File: src/rtl/reg_writeback_arbiter.sv
// Merges the single-cycle ALU result and buffered, extended load responses onto
// the register file's single write port. The ALU has priority and loads wait in a small FIFO.
module reg_writeback_arbiter #(
    parameter int DATA_WIDTH = 64,
    parameter int ADDR_WIDTH = 5,
    parameter int FIFO_DEPTH = 4
) (
    input  logic                          clk,
    input  logic                          reset,
    input  logic                          alu_valid,
    output logic                          alu_ready,
    input  logic [ADDR_WIDTH-1:0]         alu_rd,
    input  logic [DATA_WIDTH-1:0]         alu_data,
    input  logic                          ld_valid,
    output logic                          ld_ready,
    input  logic [ADDR_WIDTH-1:0]         ld_rd,
    input  logic [2:0]                    ld_funct3,
    input  logic [DATA_WIDTH-1:0]         ld_data,
    output logic                          reg_write,
    output logic [ADDR_WIDTH-1:0]         write_reg_addr,
    output logic [DATA_WIDTH-1:0]         write_reg_data,
    output logic                          ld_err,
    output logic [$clog2(FIFO_DEPTH):0]   fifo_count,
    output logic                          busy
);

    localparam int PTR_W = $clog2(FIFO_DEPTH);
    localparam int CNT_W = PTR_W + 1;
    localparam logic [CNT_W-1:0] FULL_COUNT = CNT_W'(FIFO_DEPTH);

    logic [ADDR_WIDTH-1:0] fifo_rd   [FIFO_DEPTH];
    logic [DATA_WIDTH-1:0] fifo_data [FIFO_DEPTH];
    logic [PTR_W-1:0]      wr_ptr;
    logic [PTR_W-1:0]      rd_ptr;
    logic [CNT_W-1:0]      count;

    logic alu_fire, alu_win, ld_fire, ld_illegal, push, pop;

    function automatic logic [DATA_WIDTH-1:0] load_extend(input logic [2:0] funct3,
                                                          input logic [DATA_WIDTH-1:0] raw);
        logic [DATA_WIDTH-1:0] ext;
        ext = raw;
        case (funct3)
            3'b000:  ext = {{(DATA_WIDTH-8){raw[7]}}, raw[7:0]};
            3'b001:  ext = {{(DATA_WIDTH-16){raw[15]}}, raw[15:0]};
            3'b010:  ext = {{(DATA_WIDTH-32){raw[31]}}, raw[31:0]};
            3'b100:  ext = {{(DATA_WIDTH-8){1'b0}}, raw[7:0]};
            3'b101:  ext = {{(DATA_WIDTH-16){1'b0}}, raw[15:0]};
            3'b110:  ext = {{(DATA_WIDTH-32){1'b0}}, raw[31:0]};
            default: ext = raw;
        endcase
        return ext;
    endfunction

    // Handshake: a transfer happens on a rising edge where valid && ready. Both
    // readies depend only on the registered count, so a full FIFO stalls both
    // streams and the head is guaranteed to drain on that edge.
    assign alu_ready  = (count != FULL_COUNT);
    assign ld_ready   = (count != FULL_COUNT);
    assign fifo_count = count;
    assign busy       = (count != '0);

    always_comb begin
        alu_fire   = alu_valid && alu_ready;
        alu_win    = alu_fire && (alu_rd != '0);
        ld_fire    = ld_valid && ld_ready;
        ld_illegal = ld_fire && (ld_funct3 == 3'b111);
        push       = ld_fire && !ld_illegal && (ld_rd != '0);
        pop        = !alu_win && (count != '0);
    end

    always_ff @(posedge clk) begin
        if (push) begin
            fifo_rd[wr_ptr]   <= ld_rd;
            fifo_data[wr_ptr] <= load_extend(ld_funct3, ld_data);
        end
    end

    // Pointers wrap naturally because FIFO_DEPTH is a power of two.
    always_ff @(posedge clk) begin
        if (reset) begin
            wr_ptr <= '0;
            rd_ptr <= '0;
            count  <= '0;
        end else begin
            if (push) wr_ptr <= wr_ptr + PTR_W'(1);
            if (pop)  rd_ptr <= rd_ptr + PTR_W'(1);
            case ({push, pop})
                2'b10:   count <= count + CNT_W'(1);
                2'b01:   count <= count - CNT_W'(1);
                default: count <= count;
            endcase
        end
    end

    // Address and data hold their last value when nothing wins the port.
    always_ff @(posedge clk) begin
        if (reset) begin
            reg_write      <= 1'b0;
            write_reg_addr <= '0;
            write_reg_data <= '0;
            ld_err         <= 1'b0;
        end else begin
            reg_write <= alu_win || pop;
            ld_err    <= ld_illegal;
            if (alu_win) begin
                write_reg_addr <= alu_rd;
                write_reg_data <= alu_data;
            end else if (pop) begin
                write_reg_addr <= fifo_rd[rd_ptr];
                write_reg_data <= fifo_data[rd_ptr];
            end
        end
    end

endmodule
File: config.mk
export PLATFORM = sky130hd
export DESIGN_NAME = reg_writeback_arbiter
export DESIGN_NICKNAME = d
export VERILOG_FILES = /design/src/rtl/reg_writeback_arbiter.sv
export SDC_FILE = /design/constraint.sdc
export NUM_CORES = 1
export LEC_CHECK = 0
export ABC_AREA = 1
export CORE_ASPECT_RATIO = 2
export CORE_MARGIN = 8
export CORE_UTILIZATION = 55
export DETAILED_ROUTE_END_ITERATION = 10
export PLACE_DENSITY = 0.82
export SLEW_MARGIN = 20
export SYNTH_ARGS = -nofsm -noshare
export SYNTH_HDL_FRONTEND = slang
export SYNTH_SLANG_ARGS = --single-unit
File: constraint.sdc
create_clock -name clk -period 13.6 [get_ports clk]
set_clock_uncertainty 0.15 [all_clocks]
set_input_delay 2.04 -clock clk [delete_from_list [all_inputs] [get_ports clk]]
set_output_delay 2.04 -clock clk [all_outputs]
set_load 0.005 [all_outputs]
### Word level (Yosys, flattened, before mapping)

Memory sizes are Yosys's and may differ from the RTL's. A register that Yosys moved wholly into a read port is not among the register bits.
Index checks and enable logic that the tools add are counted.

* equal/unequal tests: 9
* $lt $le $gt $ge: 0
* $mul: 0
* bitwise logic cells: 0
* multiplexer cells: 13
* div/mod/pow operators: 0
* reduce and logical (&&, ||, !) cells: 16
* add/sub/neg operators: 4
* shifts and indexed selects: 0

Operators by type and width (count)
* 64-bit one-hot mux with 6 select lines: 1
* 64-bit two-way mux: 3
* 3-bit == test, second input constant: 4
* 5-bit two-way mux: 2
* 5-bit nonzero test: 2
* 2-bit two-way mux: 4
* 1-bit logical AND: 7
* 3-bit one-hot mux with 2 select lines: 1
* 2-bit by 1-bit adder with 2-bit output, second input constant: 2
* 2-bit nonzero test: 2
* 3-bit by 1-bit adder with 3-bit output, second input constant: 1
* 3-bit by 1-bit == test with 1-bit output, second input constant: 1
* 3-bit by 2-bit == test with 1-bit output, second input constant: 1
* 3-bit logical NOT: 1
* 3-bit != test, second input constant: 1
* 3-bit nonzero test: 1
* 3-bit by 1-bit subtractor with 3-bit output, second input constant: 1
* 2-bit by 1-bit == test with 1-bit output, second input constant: 1
* 2-bit == test, second input constant: 1
* 1-bit logical NOT: 2
* 1-bit two-way mux: 2
* 1-bit logical OR: 1

* latch bits: 0
* flip-flop bits (word level): 78
* bits in read-only memories: 0
* RAM bits: 276
* memories kept: 2

Memories
* fifo_data: depth 4, width 64, rd ports 1, clocked after Yosys merged registers in 1, wr ports 1, line 32 `logic [DATA_WIDTH-1:0] fifo_data [FIFO_DEPTH];`
* fifo_rd: depth 4, width 5, rd ports 1, clocked after Yosys merged registers in 1, wr ports 1, line 31 `logic [ADDR_WIDTH-1:0] fifo_rd [FIFO_DEPTH];`

### Depth between registers and ports, before layout

Gate-level depths: netlist of the first run.

* depth after elaboration: 8
* depth in mapped cells: 14
* gate-level depth less buffers: 13

### Worst setup path after synthesis of the first run

No wires, ideal clock.

* path type: input-to-reg
* start: input ld_funct3[1]
* end: memory fifo_data[0][0] (enable)
* setup slack: 7.382 ns
* cell stages on the path: 6
* required time: 12.953 ns
* setup time: 0.497 ns
* arrival time: 5.572 ns
* path buffers: 1
* path through: clkbuf_1 > nand2_1 > inv_1 > nand2_1 > nand3_1 > nor2_1

* cells in the longest elaborated chain, start to end: 7

Ends and longest elaborated chain
* start, declared: line 17 `input logic [2:0] ld_funct3,`
* 3-bit == test: line 67 `ld_illegal = ld_fire && (ld_funct3 == 3'b111);`
* 1-bit logical AND: line 67
* 1-bit logical NOT: line 68 `push = ld_fire && !ld_illegal && (ld_rd != '0);`
* 1-bit logical AND (2 in series): line 68
* 1-bit two-way mux: line 73 `if (push) begin`
* 1-bit two-way mux (not written as such): line 75 `fifo_data[wr_ptr] <= load_extend(ld_funct3, ld_data);`
* end, declared: line 32

Every way passes these cells.

### Worst setup path after layout of the first run

* start: input ld_funct3[1]
* end: memory fifo_data[0][29] (enable)

Same word-level chain as after synthesis.

==> impl_results.md, run 1 <==
- Sequential cell area fraction in the yosys report: 0.675
- Worst Path Class, Setup: in -> reg
- Global-route wire length before repair: 56700 µm
- Clock insertion delay at the later pin of the skew report: 0.57 ns
- Final Util: 0.684
- Cell area after synthesis: 0.0147 mm²
- CTS sink count: 356
- First-pass detailed-route iteration total: 5
- Library cells used by synthesis: 31
- Initial standard-cell utilization of the core: 0.558
- Most prevalent standard cell on the critical path: sky130_fd_sc_hd__nand2_1
- Count of cells along the worst register-to-register path: 5
- Fraction of met2 tracks used by global routing: 0.415
- Minimum setup slack after placement: 7.80 ns
- Nets in the synthesized netlist: 1583
- Critical path's top delay family: buffers and inverters
- Proportion of register bits with asynchronous set or reset after synthesis: 0
- Final setup violation count: 0
- Largest net degree at the start of global routing: 93
- Total length of routed wires: 37600 µm
- Dominant synthesized flop cell: sky130_fd_sc_hd__edfxtp_1
- Global routing met1 resource utilization: 0.234
- Outcome: finished clean
- Number of design rule violations left after detail routing: 0
- Number of H-tree levels: 1
- Y dimension of the die: 247 µm
- Post-synth EDFFs: 276
- Clk buf depth: 3
- Commonest non-fill, non-tap cells in the layout: 290 x sky130_fd_sc_hd__nand2_1, 276 x sky130_fd_sc_hd__edfxtp_1, 268 x sky130_fd_sc_hd__nor2_1
- PnR worst setup slack: 8.40 ns
- Placer congestion estimate: 0.774
- Routed vias: 10900
- Global routing's busiest layer: met2
- # Max-Cap Violations: 0
- Iteration-0 DRC count of the detailed router: 812
- Power per standard cell area: 179 mW/mm²
- Buffering stage count on the worst path with inverters included: 3
- Chip width: 131 µm
- CTS Root Cell: sky130_fd_sc_hd__clkbuf_16
- Leading cell type in the layout, fill and taps excluded: sky130_fd_sc_hd__nand2_1
- Critical path cell sequence: clkdlybuf4s50_1, nand2_1, inv_1, nand2_1, nand3_1, nor2_4, buf_4
- Leakage dissipation: 0.00688 µW
- Number of cells on the critical path: 7
- Register area: 0.00990 mm²
- Remaining antenna violation count: 0
- Core region area: 0.0263 mm²
- Total number of nets in the final design: 1763
- Count of port buffers added during placement: 221
- Library cell with the largest summed area after synthesis: sky130_fd_sc_hd__edfxtp_1
- Number of buffers inserted to repair setup after CTS: 0
- TritonCTS clock tree: built
- Ports placed on the boundary: 222
- Crit share post-route: 0.382
- Layout cell share with drive strength beyond 1: 0.0648
- Clock-pin slew on the worst setup and hold paths: 0.06 ns
- Die area: 0.0324 mm²
- Actual slew at the worst max-slew pin: 1.13 ns
- Final period demand of the worst path: 5.20 ns
- Vias in the first global route: 10900
- Kind of capture point of the worst setup path: register
- Peak supply drop: 141 µV
- Setup repair after global routing missed its margin: false
- Top fanout value on the critical path: 43
- Launching element type of the critical path: primary input
- Final Hold Fails: 0
- Synth area leaders: sky130_fd_sc_hd__edfxtp_1 57%, sky130_fd_sc_hd__dfxtp_1 11%, sky130_fd_sc_hd__nand2_1 7.4%
- Relative slew slack: 0.247
- Via density: 5.50
- Hold Path Cell Cnt: 2
- Combined area of the multi-input logic cells: 0.00423 mm²
- Wire length per cell: 19.0 µm
- Worst endpoint required time: 13.63 ns
- Area delta synth->final: 22.8%
- Worst path arrival time: 5.23 ns
- GR Layer Usage met3: 0.0362
- Antenna violations before repair: 2
- Filler cell count: 1861
- Maximum cell stage delay along the critical path: 0.86 ns
- Number of synthesized register bits: 356
- Number of standard-cell rows in the floorplan: 84
- Overall Global Routing Usage: 0.221
- Max Slew Vio Count: 0
- Overall power consumption: 3210 µW
- Number of buffers inserted by hold repair at cts: 0
- Warnings, synthesis: 0
- Maximum frequency from static timing analysis: 0.192 GHz
- Count of mapped cells out of synthesis: 1432
- Synthesized area per cell: 10.2 µm²
- Master of the slowest instance on the critical path: sky130_fd_sc_hd__clkdlybuf4s50_1
- Total Neg Setup Slack: 0 ns
- Post-CTS Resized: 0
- Overflow left after global routing: 0
- Fraction of post-synthesis cell area in the top cell type by area: 0.566
- Placed wire-length estimate: 22800 µm
- TritonCTS buffer count: 30
- Worst hold path type: reg -> reg
==> tightest hold or removal path: cells and delay by family (launching register included) <==
| kind | cells | cell delay (ns) |
|---|---|---|
| AND/OR/NAND/NOR | 2 | 0.10 |
| flip-flops | 1 | 0.31 |
==> synth_stat cells, types with 2 or more instances <==
cell                         n
sky130_fd_sc_hd__a21oi_1     5
sky130_fd_sc_hd__a21oi_4     2
sky130_fd_sc_hd__buf_1       7
sky130_fd_sc_hd__buf_2      37
sky130_fd_sc_hd__buf_4       2
sky130_fd_sc_hd__clkbuf_1   37
sky130_fd_sc_hd__dfxtp_1    80
sky130_fd_sc_hd__edfxtp_1  276
sky130_fd_sc_hd__ha_1        5
sky130_fd_sc_hd__inv_1      46
sky130_fd_sc_hd__inv_2       2
sky130_fd_sc_hd__nand2_1   290
sky130_fd_sc_hd__nand3_1   162
sky130_fd_sc_hd__nor2_1    272
sky130_fd_sc_hd__nor2_2      2
sky130_fd_sc_hd__nor3_1      2
sky130_fd_sc_hd__o21ai_0   130
sky130_fd_sc_hd__or2_0      16
sky130_fd_sc_hd__or2_1       9
sky130_fd_sc_hd__or2_2      39
==> cell type report <==
type / count / area share
Timing Repair Buffer: 232 / 0.128
Antenna cell: 2 / 0.000278
Multi-Input combinational cell: 942 / 0.235
Tap cell: 344 / 0.0239
Sequential cell: 356 / 0.550
Clock buffer: 39 / 0.0454
Clock inverter: 16 / 0.00661
Inverter: 50 / 0.0107
==> metrics by stage <==
step	instance area [µm²]	hold WS, ns	cells
6_report	18000	0.298	1981
5_1_grt	18000	0.318	1981
4_1_cts	18000	0.302	1979
3_5_place_dp	17000	0.288	1924
3_3_place_gp	17000	0.285	1924
2_1_floorplan	14700	0.296	1432
==> power breakdown <==
part / total [µW] / switching [µW] / leakage [µW] / internal [µW]
Combinational: 926 / 549 / 0.00320 / 378
Clock: 827 / 369 / 0.000459 / 458
Sequential: 1460 / 99.8 / 0.00322 / 1360
Total: 3210 / 1020 / 0.00688 / 2190
==> per-layer routing <==
| metal | up-vias | part of all wire |
|---|---|---|
| li1 | 5149 | - |
| met1 | 5181 | 0.34 |
| met2 | 479 | 0.54 |
| met3 | 78 | 0.075 |
| met4 | 0 | 0.036 |
| met5 | - | 0 |
==> final timing paths <==
| path | from | to | slack (ns) |
|---|---|---|---|
| worst max-delay path | ld_funct3[1] | fifo_data[0][29] | 8.40 |
| worst max register to register | fifo_count[1] | fifo_data[0][29] | 10.31 |
| worst min-delay path | write_reg_data[58] | write_reg_data[58] | 0.30 |
| worst min register to register | write_reg_data[58] | write_reg_data[58] | 0.30 |
==> state kept, by name, summed over array words and instances, names as in the netlist, named ones only <==
name            cells
ld_err              1
write_reg_data     64
fifo_data         256
reg_write           1
write_reg_addr      5
fifo_count          3
fifo_rd            20
wr_ptr              2
rd_ptr              2
==> kinds of logic after synthesis <==
group | after synthesis | synth area share
AND/OR/NAND/NOR | 797 | 0.231
flip-flops | 356 | 0.675
AO/OA/AOI/OAI | 138 | 0.0489
buffers and inverters | 134 | 0.0387
adder cells (fa/ha/maj) | 6 | 0.00564
XOR/XNOR | 1 | 0.000598
Note: power is estimated with default switching activity, not from simulation.
==> inputs of run 2 (changes only) <==
--- a/config.mk
+++ b/config.mk
@@ -8,9 +8,9 @@
 export ABC_AREA = 1
 export CORE_ASPECT_RATIO = 2
 export CORE_MARGIN = 8
-export CORE_UTILIZATION = 55
+export CORE_UTILIZATION = 49
 export DETAILED_ROUTE_END_ITERATION = 10
-export PLACE_DENSITY = 0.82
+export PLACE_DENSITY = 0.77
 export SLEW_MARGIN = 20
 export SYNTH_ARGS = -nofsm -noshare
 export SYNTH_HDL_FRONTEND = slang
==> constraint.sdc (replaced) <==
create_clock -name clk -period 4.3 [get_ports clk]
set_clock_uncertainty 0.15 [all_clocks]
set_input_delay 0.645 -clock clk [delete_from_list [all_inputs] [get_ports clk]]
set_output_delay 0.645 -clock clk [all_outputs]
set_load 0.005 [all_outputs]
==> run 2 against run 1 <==
Against the previous run:
- global-route usage is 1.6 points lower
- critical endpoint is now write_reg_data[8]
- cell count is 1.7% higher
- clock power grew to 3.2 times the previous value
- sequential share of layout area is 0.46 points lower
- final area is 0.84% higher
==> impl_results.md, run 2 (synthesized netlist as in run 1, its figures left out) <==
- Remaining antenna violation count: 0
- Iteration-0 DRC count of the detailed router: 848
- RR Endpoint: write_reg_data[8]
- Actual slew at the worst max-slew pin: 1.09 ns
- Final period demand of the worst path: 2.99 ns
- Hold Startpoint: write_reg_data[23]
- Vias in the first global route: 11100
- Leakage dissipation: 0.00694 µW
- Register area: 0.00990 mm²
- TritonCTS clock tree: built
- Clock-pin slew on the worst setup and hold paths: 0.07 ns
- Total Neg Setup Slack: 0 ns
- Commonest non-fill, non-tap cells in the layout: 290 x sky130_fd_sc_hd__nand2_1, 276 x sky130_fd_sc_hd__edfxtp_1, 268 x sky130_fd_sc_hd__nor2_1
- Antenna violations before repair: 5
- Post-CTS Resized: 0
- Most prevalent standard cell on the critical path: sky130_fd_sc_hd__nand2_1
- Setup slack, reg-to-reg: 1.45 ns
- Crit share post-route: 0.694
- PnR worst setup slack: 1.31 ns
- Via density: 5.42
- Minimum setup slack after placement: 0.668 ns
- Global-route wire length before repair: 59000 µm
- Worst hold path type: reg -> reg
- Die area: 0.0360 mm²
- Terminating pin of the worst hold path: write_reg_data[23]
- Relative contribution of sequential cells to total power: 0.442
- CTS Root Cell: sky130_fd_sc_hd__clkbuf_16
- Registers with the most flip-flops: fifo_data: 256 flops, write_reg_data: 64 flops, fifo_rd: 20 flops
- # Max-Cap Violations: 0
- Setup repair after global routing missed its margin: false
- Net switching share of the total power: 0.320
- Psw: 3280 µW
- Ports placed on the boundary: 222
- Kind of capture point of the worst setup path: register
- Master of the slowest instance on the critical path: sky130_fd_sc_hd__nor2_4
- Number of design rule violations left after detail routing: 0
- Routed vias: 10900
- Global routing met1 resource utilization: 0.213
- Largest reg by FF count: fifo_data
- Filler cell count: 2303
- Leading cell type in the layout, fill and taps excluded: sky130_fd_sc_hd__nand2_1
- Final setup violation count: 0
- Worst Path Class, Setup: in -> reg
- Outcome: finished clean
- Clk buf depth: 3
- Placer congestion estimate: 0.777
- Maximum frequency from static timing analysis: 0.335 GHz
- Y dimension of the die: 261 µm
- Area delta synth->final: 23.8%
- Power per standard cell area: 564 mW/mm²
- Top fanout value on the critical path: 58
- Power Internal: 6950 µW
- Peak supply drop: 472 µV
- First-pass detailed-route iteration total: 5
- Count of port buffers added during placement: 221
- Relative slew slack: 0.275
- Max FFs per register: 256
- Total number of nets in the final design: 1772
- Launching element type of the critical path: primary input
- Number of H-tree levels: 1
- TritonCTS buffer count: 29
- Overall Global Routing Usage: 0.205
- Clock share of power: 0.259
- Chip width: 138 µm
- Number of buffers inserted to repair setup after CTS: 0
- GR Layer Usage met3: 0.0337
- Final Hold Fails: 0
- Total length of routed wires: 38200 µm
- Comb pwr share: 0.299
- Wire length per cell: 18.9 µm
- Maximum cell stage delay along the critical path: 0.61 ns
- Placed wire-length estimate: 24000 µm
- Overall power consumption: 10200 µW
- Combined area of the multi-input logic cells: 0.00423 mm²
- Global routing's busiest layer: met2
- Overflow left after global routing: 0
- Initial standard-cell utilization of the core: 0.496
- Hold Path Cell Cnt: 2
- Count of cells along the worst register-to-register path: 9
- Max Slew Vio Count: 0
- Largest net degree at the start of global routing: 111
- Critical path cell sequence: clkdlybuf4s50_1, nor2_1, nand3b_1, nand2_4, buf_4, nand2_1, nor2_4, buf_12, nand2_1, nand2_1
- Layout cell share with drive strength beyond 1: 0.0779
- Fraction of met2 tracks used by global routing: 0.390
- Core region area: 0.0295 mm²
- Reg-to-Reg Start: fifo_count[1]
- Number of standard-cell rows in the floorplan: 89
- CTS sink count: 356
- Worst path arrival time: 3.34 ns
- Number of buffers inserted by hold repair at cts: 0
- Clock insertion delay at the later pin of the skew report: 0.56 ns
- Worst endpoint required time: 4.65 ns
run 2: cell count changes in the layout (fill, tap and decap cells not counted), sizes merged:
cell / before / now
inv: 50 / 52
clkinvlp: 0 / 4
clkbuf: 39 / 36
clkinv: 14 / 11
bufinv: 2 / 1
diode: 2 / 6
buf: 11 / 21
run 2: routing by layer:
layer | routed length, µm | up-vias
li1 | - | 5183
met1 | 13700 | 5289
met2 | 21000 | 376
met3 | 2160 | 77
met4 | 1320 | 0
met5 | 0 | -
run 2: metrics by stage:
stage / std cells / cell area (µm²) / util / hold slack [ns]
2_1_floorplan: 1432 / 14700 / - / 0.296
3_3_place_gp: 1954 / 17200 / 0.581 / 0.289
4_1_cts: 2008 / 18100 / 0.614 / 0.303
5_1_grt: 2013 / 18100 / 0.614 / 0.313
6_report: 2014 / 18100 / 0.615 / 0.300
3_5_place_dp: 1954 / 17200 / 0.581 / 0.288
run 2: cell type report:
type | instances | share of cell area
well taps | 364 | 0.0251
clock inverters | 18 | 0.00766
multi-input cells | 942 | 0.233
clock buffers | 36 | 0.0455
diodes | 6 | 0.000828
flip-flops and latches | 356 | 0.546
inverters | 50 | 0.0106
repair buffers | 242 | 0.131
run 2: worst max-delay path: cells and delay by family:
kind / cells / cell delay [ns]
buf+inv: 3 / 1.21
simple gates: 7 / 1.45
run 2: power by group through the flow:
stage	combinational (µW)	sequential [µW]	clock, µW
4_1_cts	3100	4530	2700
6_report	3060	4520	2650
3_5_place_dp	3090	4590	0
5_1_grt	3390	4570	2840
2_1_floorplan	1680	4600	0
3_3_place_gp	3000	4580	0
run 2: how the worst max path moves through the flow:
| stage | from | to | depth (start not counted) | slack, ns |
|---|---|---|---|---|
| finish | alu_rd[2] | write_reg_data[8] | 10 | 1.31 |
| global route | alu_rd[0] | write_reg_data[9] | 10 | 1.03 |
| global placement | alu_rd[0] | write_reg_data[20] | 10 | 0.75 |
| CTS | alu_rd[2] | write_reg_data[16] | 10 | 1.27 |
| detailed placement | alu_rd[2] | write_reg_data[36] | 10 | 0.67 |
| floorplan | ld_funct3[1] | fifo_data[0][0] | 6 | -0.52 |
